<file path="src/rtl/hazard_ctrl_pkg.sv">
// Shared pipeline constants, the in-flight stage record and small helpers
// used by the hazard controller and its stage registers.
package hazard_ctrl_pkg;

   localparam int REG_W  = 5;
   localparam int TUSE_W = 2;
   localparam int TNEW_W = 2;

   localparam logic [TUSE_W-1:0] TUSE_NONE = 2'd3;
   localparam logic [TNEW_W-1:0] TNEW_MAX  = 2'd2;

   // D-stage selects use GRF/M/E; E-stage selects use pipe/M/W, so E and W share code 2.
   localparam logic [1:0] FWD_GRF = 2'd0;
   localparam logic [1:0] FWD_M   = 2'd1;
   localparam logic [1:0] FWD_E   = 2'd2;
   localparam logic [1:0] FWD_W   = 2'd2;

   typedef struct packed {
      logic [REG_W-1:0]  rs;
      logic [REG_W-1:0]  rt;
      logic [REG_W-1:0]  writeReg;
      logic              regWrite;
      logic [TNEW_W-1:0] tnew;
   } stage_rec_t;

   // A stage produces a value for src only if it writes a real register ($0 never matches).
   function automatic logic recMatch(stage_rec_t rec, logic [REG_W-1:0] src);
      return rec.regWrite && (rec.writeReg != '0) && (rec.writeReg == src);
   endfunction

   // Tnew counts down one per stage and bottoms out at zero.
   function automatic logic [TNEW_W-1:0] satDec(logic [TNEW_W-1:0] t);
      return (t == '0) ? '0 : t - 1'b1;
   endfunction

   // A D-stage read must wait when the producer's result is later than the consumer's need.
   function automatic logic tuseWait(stage_rec_t rec, logic [REG_W-1:0] src,
                                     logic [TUSE_W-1:0] tuse);
      return (tuse != TUSE_NONE) && recMatch(rec, src) && (tuse < rec.tnew);
   endfunction

endpackage

</file>
<file path="src/rtl/hazard_stage_rec.sv">
// One pipeline stage record {rs, rt, writeReg, regWrite, tnew} with an
// asynchronous clear, a bubble input and an optional Tnew countdown.
module hazard_stage_rec
   import hazard_ctrl_pkg::*;
#(
   parameter bit DEC_TNEW = 1'b1
) (
   input  logic       clk,
   input  logic       rst_n,
   input  logic       bubble_i,
   input  stage_rec_t rec_i,
   output stage_rec_t rec_o
);

   stage_rec_t rec_q;
   stage_rec_t rec_d;

   // Next record: the incoming one with Tnew aged by a cycle, or an all-zero bubble.
   always_comb begin
      rec_d = rec_i;
      if (DEC_TNEW) begin
         rec_d.tnew = satDec(rec_i.tnew);
      end
      if (bubble_i) begin
         rec_d = '0;
      end
   end

   // Hold the record; reset empties the stage so nothing can match afterwards.
   always_ff @(posedge clk or negedge rst_n) begin
      if (!rst_n) begin
         rec_q <= '0;
      end else begin
         rec_q <= rec_d;
      end
   end

   assign rec_o = rec_q;

endmodule

</file>
<file path="src/rtl/hazard_ctrl.sv">
// Producer-side hazard control for the 5-stage MIPS pipeline: tracks the
// destination and Tnew of instructions in E/M/W, decides the D-stage stall,
// drives the D/E/M forwarding selects and counts stall cycles.
module hazard_ctrl
   import hazard_ctrl_pkg::*;
#(
   parameter int CNT_W = 32
) (
   input  logic             clk,
   input  logic             rst_n,
   input  logic [4:0]       D_rs,
   input  logic [4:0]       D_rt,
   input  logic [1:0]       D_rsTuse,
   input  logic [1:0]       D_rtTuse,
   input  logic [4:0]       D_writeReg,
   input  logic             D_regWrite,
   input  logic [1:0]       D_tnew,
   output logic             stall,
   output logic [1:0]       D_rsSel,
   output logic [1:0]       D_rtSel,
   output logic [1:0]       E_rsSel,
   output logic [1:0]       E_rtSel,
   output logic             M_rtSel,
   output logic [CNT_W-1:0] stall_cnt
);

   stage_rec_t dRec;
   stage_rec_t eRec;
   stage_rec_t mRec;
   stage_rec_t wRec;
   stage_rec_t wIn;
   logic [CNT_W-1:0] stallCnt_q;
   logic [CNT_W-1:0] stallCnt_d;
   logic unusedFields;

   // D-stage selects: E result first (youngest), then M result, else the GRF.
   function automatic logic [1:0] dFwdSel(stage_rec_t e, stage_rec_t m, logic [REG_W-1:0] src);
      if (recMatch(e, src) && (e.tnew == '0)) begin
         return FWD_E;
      end else if (recMatch(m, src) && (m.tnew == '0)) begin
         return FWD_M;
      end
      return FWD_GRF;
   endfunction

   // E-stage selects: M ALU result first, then W write data, else the pipeline register.
   function automatic logic [1:0] eFwdSel(stage_rec_t m, stage_rec_t w, logic [REG_W-1:0] src);
      if (recMatch(m, src) && (m.tnew == '0)) begin
         return FWD_M;
      end else if (recMatch(w, src)) begin
         return FWD_W;
      end
      return FWD_GRF;
   endfunction

   // Pack the D-stage instruction into a record; an illegal Tnew of 3 is treated as a load (2).
   always_comb begin
      dRec.rs       = D_rs;
      dRec.rt       = D_rt;
      dRec.writeReg = D_writeReg;
      dRec.regWrite = D_regWrite;
      dRec.tnew     = (D_tnew == 2'd3) ? TNEW_MAX : D_tnew;
   end

   // Anything that reaches W has its result ready, so W always enters with Tnew = 0.
   always_comb begin
      wIn      = mRec;
      wIn.tnew = '0;
   end

   hazard_stage_rec #(.DEC_TNEW(1'b0)) uStageE (
      .clk      (clk),
      .rst_n    (rst_n),
      .bubble_i (stall),
      .rec_i    (dRec),
      .rec_o    (eRec)
   );

   hazard_stage_rec #(.DEC_TNEW(1'b1)) uStageM (
      .clk      (clk),
      .rst_n    (rst_n),
      .bubble_i (1'b0),
      .rec_i    (eRec),
      .rec_o    (mRec)
   );

   hazard_stage_rec #(.DEC_TNEW(1'b0)) uStageW (
      .clk      (clk),
      .rst_n    (rst_n),
      .bubble_i (1'b0),
      .rec_i    (wIn),
      .rec_o    (wRec)
   );

   // Stall when a D source is needed before an E or M producer can deliver it; W never stalls.
   always_comb begin
      stall = tuseWait(eRec, D_rs, D_rsTuse) || tuseWait(mRec, D_rs, D_rsTuse) ||
              tuseWait(eRec, D_rt, D_rtTuse) || tuseWait(mRec, D_rt, D_rtTuse);
   end

   // Forwarding selects are produced every cycle; consumers ignore them for bubbles.
   always_comb begin
      D_rsSel = dFwdSel(eRec, mRec, D_rs);
      D_rtSel = dFwdSel(eRec, mRec, D_rt);
      E_rsSel = eFwdSel(mRec, wRec, eRec.rs);
      E_rtSel = eFwdSel(mRec, wRec, eRec.rt);
      M_rtSel = recMatch(wRec, mRec.rt);
   end

   // Fields the controller never reads once a record has moved past its last consumer.
   assign unusedFields = ^{mRec.rs, wRec.rs, wRec.rt, wRec.tnew};

   // Stall-cycle counter saturates at all-ones so a long run never wraps to a small value.
   always_comb begin
      stallCnt_d = stallCnt_q;
      if (stall && !(&stallCnt_q)) begin
         stallCnt_d = stallCnt_q + 1'b1;
      end
   end

   // Register the counter; reset clears it together with the stage records.
   always_ff @(posedge clk or negedge rst_n) begin
      if (!rst_n) begin
         stallCnt_q <= '0;
      end else begin
         stallCnt_q <= stallCnt_d;
      end
   end

   assign stall_cnt = stallCnt_q;

endmodule

</file>
<file path="config.mk">
export PLATFORM = sky130hd
export DESIGN_NAME = hazard_ctrl
export DESIGN_NICKNAME = d
export VERILOG_FILES = /design/src/rtl/hazard_ctrl_pkg.sv /design/src/rtl/hazard_stage_rec.sv /design/src/rtl/hazard_ctrl.sv
export SDC_FILE = /design/constraint.sdc
export NUM_CORES = 1
export LEC_CHECK = 0
export ABC_AREA = 1
export CAP_MARGIN = 0
export CORE_MARGIN = 3
export CORE_UTILIZATION = 35
export DETAILED_ROUTE_END_ITERATION = 10
export GPL_ROUTABILITY_DRIVEN = 0
export GPL_TIMING_DRIVEN = 0
export PLACE_DENSITY = 0.66
export SYNTH_ARGS = -nofsm -noshare
export SYNTH_HDL_FRONTEND = slang
export SYNTH_HIERARCHICAL = 1
export SYNTH_SLANG_ARGS = --single-unit
</file>
<file path="constraint.sdc">
create_clock -name clk -period 2.2 [get_ports clk]
set_input_delay 0.44 -clock clk [delete_from_list [all_inputs] [get_ports clk]]
set_output_delay 0.44 -clock clk [all_outputs]
set_load 0.02 [all_outputs]
</file>
# After elaboration in Yosys (flattened, before gate mapping)
# Index checks and enable logic that the tools add are counted.
# classes
order_cmp,4
eq_ne,12
mux,23
n_reduce_logical,37
n_addsub,2
# ops
operator,n
== test 5 bit,9
"adder 32 x 1 -> 32 bit, second input constant",1
AND reduction 32 bit,1
2-to-1 mux 2 bit,14
logical AND 1 bit,27
2-to-1 mux 18 bit,1
nonzero test 5 bit,3
< comparator 2 bit,4
2-to-1 mux 1 bit,8
zero test 2 bit,2
"!= test 2 bit, second input constant",2
logical OR 1 bit,3
"== test 2 bit, second input constant",1
"subtractor 2 x 1 -> 2 bit, second input constant",1
zero test 1 bit,1
# word_totals
inputBits,24
register_bits,69

# Longest topological paths before layout
# logic_depth
depth_word,9
ltp_mapped,13
ltp_nobuf,12

# Cells and area by module
# Netlist, hierarchy kept.
# by_module_without_submodules
mod,cells_each,instances,area_each_um2
hazard_ctrl,442,1,2926.6
hazard_stage_rec (uStageE ...),56,2,611.8
hazard_stage_rec (uStageM),57,1,615.6

# Worst setup path before layout
# OpenSTA, ideal clock, no wires.
# synth_timing
path_type,reg-to-output
from,register uStageM.rec_q (netlist bit uStageM/rec_o[3])
to,output port E_rtSel[1]
path_stages_with_launch,7
path_slack_ns,-0.013
path_buffers,1
t_required_ns,1.760
arrival_ns,1.773
cell_sequence,dfrtp_1 clkbuf_2 inv_1 or2_2 nand3_1 nor4_1 nor2_1
# synth_via
elab_chain_cells,6
word_cells_on_any_way,8
# synth_lines
item,line_no,text
"start, declared",hazard_stage_rec.sv:15,stage_rec_t rec_q;
"start signal, assigned",hazard_stage_rec.sv:34,rec_q <= rec_d;
nonzero test 5 bit,hazard_ctrl_pkg.sv:28,return rec.regWrite && (rec.writeReg != '0) && (rec.writeReg == src);
logical AND 1 bit,hazard_ctrl_pkg.sv:28,
logical AND 1 bit *,hazard_ctrl_pkg.sv:28,
logical AND 1 bit *,hazard_ctrl.sv:48,"if (recMatch(m, src) && (m.tnew == '0)) begin"
2-to-1 mux 2 bit or 2-to-1 mux 1 bit (tied branches),hazard_ctrl.sv:48,
2-to-1 mux 2 bit *,hazard_ctrl.sv:53,return FWD_GRF;
"end, declared",hazard_ctrl.sv:22,"output logic [1:0] E_rtSel,"
# Every way passes the cells marked *; elsewhere a longest branch is shown, timed or not.

# Worst setup path after layout
# layout_timing
from,register uStageW.rec_q (netlist bit uStageW/rec_o[4])
to,output port E_rtSel[1]
# layout_via
elab_chain_cells,6
word_cells_on_any_way,7
# layout_lines
item,line_no,text
"start, declared",hazard_stage_rec.sv:15,
"start signal, assigned",hazard_stage_rec.sv:34,
nonzero test 5 bit,hazard_ctrl_pkg.sv:28,
logical AND 1 bit,hazard_ctrl_pkg.sv:28,
logical AND 1 bit *,hazard_ctrl_pkg.sv:28,
2-to-1 mux 1 bit *,hazard_ctrl.sv:50,"end else if (recMatch(w, src)) begin"
2-to-1 mux 1 bit *,hazard_ctrl.sv:48,
2-to-1 mux 2 bit *,hazard_ctrl.sv:53,
# Marked as above.

==> flow_metrics.tcl <==
set metrics [dict create \
    nNetsFinal 673 \
    fin_util 0.4793 \
    core_um2 11610 \
    vias 3849 \
    place.port_buffers 65 \
    htreeDepth 3 \
    n_antenna_cell 0 \
    hold_class "in -> async" \
    slowest_delay_ns 0.39 \
    syn_area_um2 4213 \
    power_switching_uw 835.0 \
    final_cells 792 \
    cap_violations 0 \
    r2r_cells 12 \
    die_y_um 115.7 \
    cts_tree "done" \
    setup_viol 0 \
    path_depth 6 \
    grt_max_degree 70 \
    cp-end-kind "output pin" \
    worstPathRequired_ns 1.76 \
    ant_nets 0 \
    clkLatencyLatePin_ns 0.33 \
    drtPass1Iterations 4 \
    final_cell_mix "nand2_1 (147), nor2_1 (77), inv_1 (65), dfrtp_1 (61), nand3_1 (45)" \
    hold_viol 0 \
    die_area_um2 13390 \
    track_usage 0.1802 \
    first_global_vias 4015 \
    internal-power_uw 2644 \
    fin_crit_sh 0.9916 \
    synth_area_per_cell_um2 7.523 \
    swShare 0.2400 \
    synth_cells 560 \
    cp_top_family "simple AND/OR/NAND/NOR gates" \
    stdcell_area_um2 5567 \
    status "finished, final reports clean" \
    hpwl_mm 8.565 \
    numClockSinks 69 \
    clock_power_share 0.484 \
    layout-drive-gt1-share 0.1510 \
    crit_arrival_ns 1.74 \
    rows 39 \
    seqPwrFrac 0.402 \
    tightest_slew_ns 0.9001 \
    final_common_cell "nand2_1" \
    power_leakage_uw 0.002733 \
    hold_ws_ns 0.2261 \
    p_per_area_nw_per_um2 625.0 \
    crit_fanout 2 \
    dpl.cell_count 769 \
    clock_skew_ns 0.004921 \
    n_fill_cell 1118 \
    drc 0 \
    drt_iter0_drc 174 \
    initial_core_util 0.3627 \
    cts.root.buffer_cell "clkbuf_16" \
    max-vdd-ir-drop_uv 760.0 \
    areaGrowthSynthToFinish_pct 32.14 \
    vias_per_cell 4.860 \
    period_needed_ns 2.182 \
    start_kind "flip-flop" \
    pwr-share-comb 0.114 \
    antenna_found_initial 0 \
    ioPinCount 66 \
    place_area_um2 5050 \
    grt_pass1_wl_mm 18.91 \
    clockBufferDepth 2 \
    die_x_um 115.7 \
    drt_wl_total_mm 11.65 \
    worst-path-buf-inv 2 \
    slew_headroom 0.3999 \
    wire_per_inst_um 14.71 \
    rsz0062_at_grt "yes" \
    crit_type "reg -> out" \
    yosys_warnings 6 \
    grt-ovfl-total 0 \
    slowest_stage "dfrtp_1" \
    numCtsBuffers 9 \
    cp_cell_sequence "or2_4 > o41ai_4 > inv_1 > nand4_1 > nor2_1 > buf_4" \
    drv_slew 0 \
    fmax_mhz 458.4 \
    clkTransAtPathRegs_ns 0.05 \
]
area by class of cell:
| class | instances | area, µm² | area share |
|---|---|---|---|
| multi-input cells | 404 | 2213 | 0.3976 |
| inverters | 69 | 259.0 | 0.04653 |
| flip-flops and latches | 69 | 1737 | 0.3120 |
| well taps | 143 | 178.9 | 0.03214 |
| clock buffers | 11 | 242.7 | 0.04361 |
| plain buffers | 15 | 141.4 | 0.02540 |
| clock inverters | 5 | 107.6 | 0.01933 |
| repair buffers | 76 | 686.9 | 0.1234 |
worst reg2reg max path, stage by stage, from the launching register on:
cell and delay (ns):
dfrtp_2 0.46, buf_6 0.15, xor2_2 0.16, nor2_2 0.15
nand4_1 0.11, nand2_1 0.10, nand2_2 0.07, nand2_4 0.09
buf_4 0.11, buf_4 0.15, buf_2 0.24, nand3_1 0.11
nand2_1 0.08
state kept, by name (all words and copies together) (netlist names):
signal,cells
stall_cnt,32
uStageE/rec_o,18
uStageM/rec_o,13
uStageW/rec_o,6
power by group through the flow:
stage	registers, µW	logic (µW)	clock network (µW)
5_1_grt	1410	438	1770
3_5_place_dp	1410	363	0
2_1_floorplan	1410	190	0
6_report	1400	395	1680
4_1_cts	1390	369	1730
3_3_place_gp	1410	348	0
timing repair:
| item | in CTS | in global routing |
|---|---|---|
| resized for setup | 72 | 31 |
| hold buffers | 0 | 0 |
| pin swaps | 7 | 14 |
| setup buffers | 6 | 5 |
| setup endpoints to repair | 28 | 39 |
per-stage QoR:
step                TNS, ns  total power, µW  setup slack [ns]
floorplan                 0             1598            0.2416
global placement    -129.90             1755            -1.619
detailed placement   -21.03             1771            -1.129
CTS                       0             3490          0.001625
global route        -0.1294             3618          -0.05305
finish                    0             3479           0.01843
worst paths after layout:
check	slack, ns	end	startpoint
setup / recovery	0.02	E_rtSel[1]	uStageW/rec_o[4]$_DFF_PN0_
hold / removal	0.23	uStageE/rec_o[14]$_DFF_PN0_	rst_n
setup reg to reg	0.18	stall_cnt[26]$_DFFE_PN0P_	uStageM/rec_o[5]$_DFF_PN0_
hold reg to reg	0.51	uStageM/rec_o[0]$_DFF_PN0_	uStageE/rec_o[0]$_DFF_PN0_
max in group asynchronous	1.32	uStageE/rec_o[3]$_DFF_PN0_	rst_n
min in group clk	0.51	uStageM/rec_o[0]$_DFF_PN0_	uStageE/rec_o[0]$_DFF_PN0_
routing by layer:
metal / GRT usage / part of all wire / up-vias
met5: 0 / 0 / -
met2: 0.3133 / 0.50 / 105
met4: 0.08198 / 0.027 / 0
met1: 0.2092 / 0.42 / 1832
met3: 0.04543 / 0.049 / 28
li1: - / - / 1884
No activity file was read; power rests on OpenSTA's default activity.
==> RTL edit, RTL diff (same settings) <==
Reset style: synchronous (`rst_n`), changed in 2 clocked blocks. Comments in the files are not updated.
--- a/src/rtl/hazard_stage_rec.sv
+++ b/src/rtl/hazard_stage_rec.sv
@@ -27,7 +27,7 @@
    end
 
    // Hold the record; reset empties the stage so nothing can match afterwards.
-   always_ff @(posedge clk or negedge rst_n) begin
+   always_ff @(posedge clk) begin
       if (!rst_n) begin
          rec_q <= '0;
       end else begin
--- a/src/rtl/hazard_ctrl.sv
+++ b/src/rtl/hazard_ctrl.sv
@@ -119,7 +119,7 @@
    end
 
    // Register the counter; reset clears it together with the stage records.
-   always_ff @(posedge clk or negedge rst_n) begin
+   always_ff @(posedge clk) begin
       if (!rst_n) begin
          stallCnt_q <= '0;
       end else begin
Function: differs if rst_n is asserted again (counterexample within 4 cycles, from zero or initial values and one cycle with rst_n low); with rst_n held inactive, the same outputs for 10 cycles.
==> RTL edit against the unedited design <==
  * Cell count is 0.88% higher
  * Synthesized area fell by 6.4%
  * Power down 9.8%
  * Clock power decreased by 5%
  * Final area decreased by 5.1%
  * Sequential cell count unchanged
  * Fmax is 1.4% lower
  * Worst setup slack got worse by 0.030 ns
  * Highest routed layer unchanged
  * Wire length down 6.1%
  * Critical path type is now in2out
  * The flow now finishes with violations (setup timing)
  * Count of clock-buffer cells in the layout unchanged
  * Non-clock buffer count grew 1
==> RTL edit: results (changes against the unedited design) <==
setup tns final = -0.0120 ns (-0.0120 ns)
GR met3 Demand/Resource = 3.88% (-0.66 points)
metal2 WL = 5330 um (-9.5%)
worst setup margin = -0.0120 ns (-0.0304 ns)
Placed Instances = 775 (+0.78%)
worst-path maximum fanout = 7 (+5)
Max stage delay on crit path = 0.30 ns (-0.09 ns)
metal3 WL = 659 um (+16%)
failing checks = setup timing
met2 Resource Use GR = 29.5% (-1.8 points)
Arrival @ worst endpoint = 1.77 ns (+0.03 ns)
Finish-stage setup viols = 1 (+1)
status = finished, violations left
CP startpoint = D_rsTuse[1]
Avg Vias per Cell = 4.82 (-0.90%)
global-route wire length before repair = 17500 um (-7.6%)
Static Leakage = 2.19 nW (-20%)
Worst Skew = 0.00634 ns (+0.00142 ns)
grt met1 use = 20.5% (-0.44 points)
worst hold-check path type = reg2reg
vias in the first global route = 3766 (-6.2%)
Critical Path Sink = stall
DRT Wirelength = 10900 um (-6.1%)
largest net degree at the start of global routing = 13 (-81%)
r2r endpoint = stall_cnt[10]
Slowest-stage cell, CP = ha_1
pre-CTS setup slack = -1.08 ns (+0.0493 ns)
## RTL edit: area by class of cell
type	instances	area share, %
buffer	19	2.84
inverter	72	5.12
sequential	69	26.6
clock inverter	5	1.54
clock buffer	11	4.78
tap	140	3.32
timing repair buffer	73	12.6
multi-input combinational	410	43.2
## RTL edit: tightest hold or removal path: cells and delay by family, from the launching register on
kind	cells	cell delay (ns)
flip-flops	1	0.30
AND/OR/NAND/NOR	1	0.03
buffers and inverters	1	0.05
## RTL edit: power by group through the flow
stage,logic [mW],clock network [mW],registers (mW)
after floorplan,0.138,0,1.32
after global placement,0.219,0,1.33
after detailed placement,0.224,0,1.33
after CTS,0.226,1.62,1.30
after global routing,0.263,1.68,1.31
final,0.237,1.60,1.30
## RTL edit: repair_timing
| item | CTS | global route |
|---|---|---|
| setup buffers | 1 | 7 |
| pin swaps | 5 | 13 |
| cloned | 0 | 0 |
| resized for setup | 67 | 37 |
| endpoints found under the setup margin | 59 | 39 |
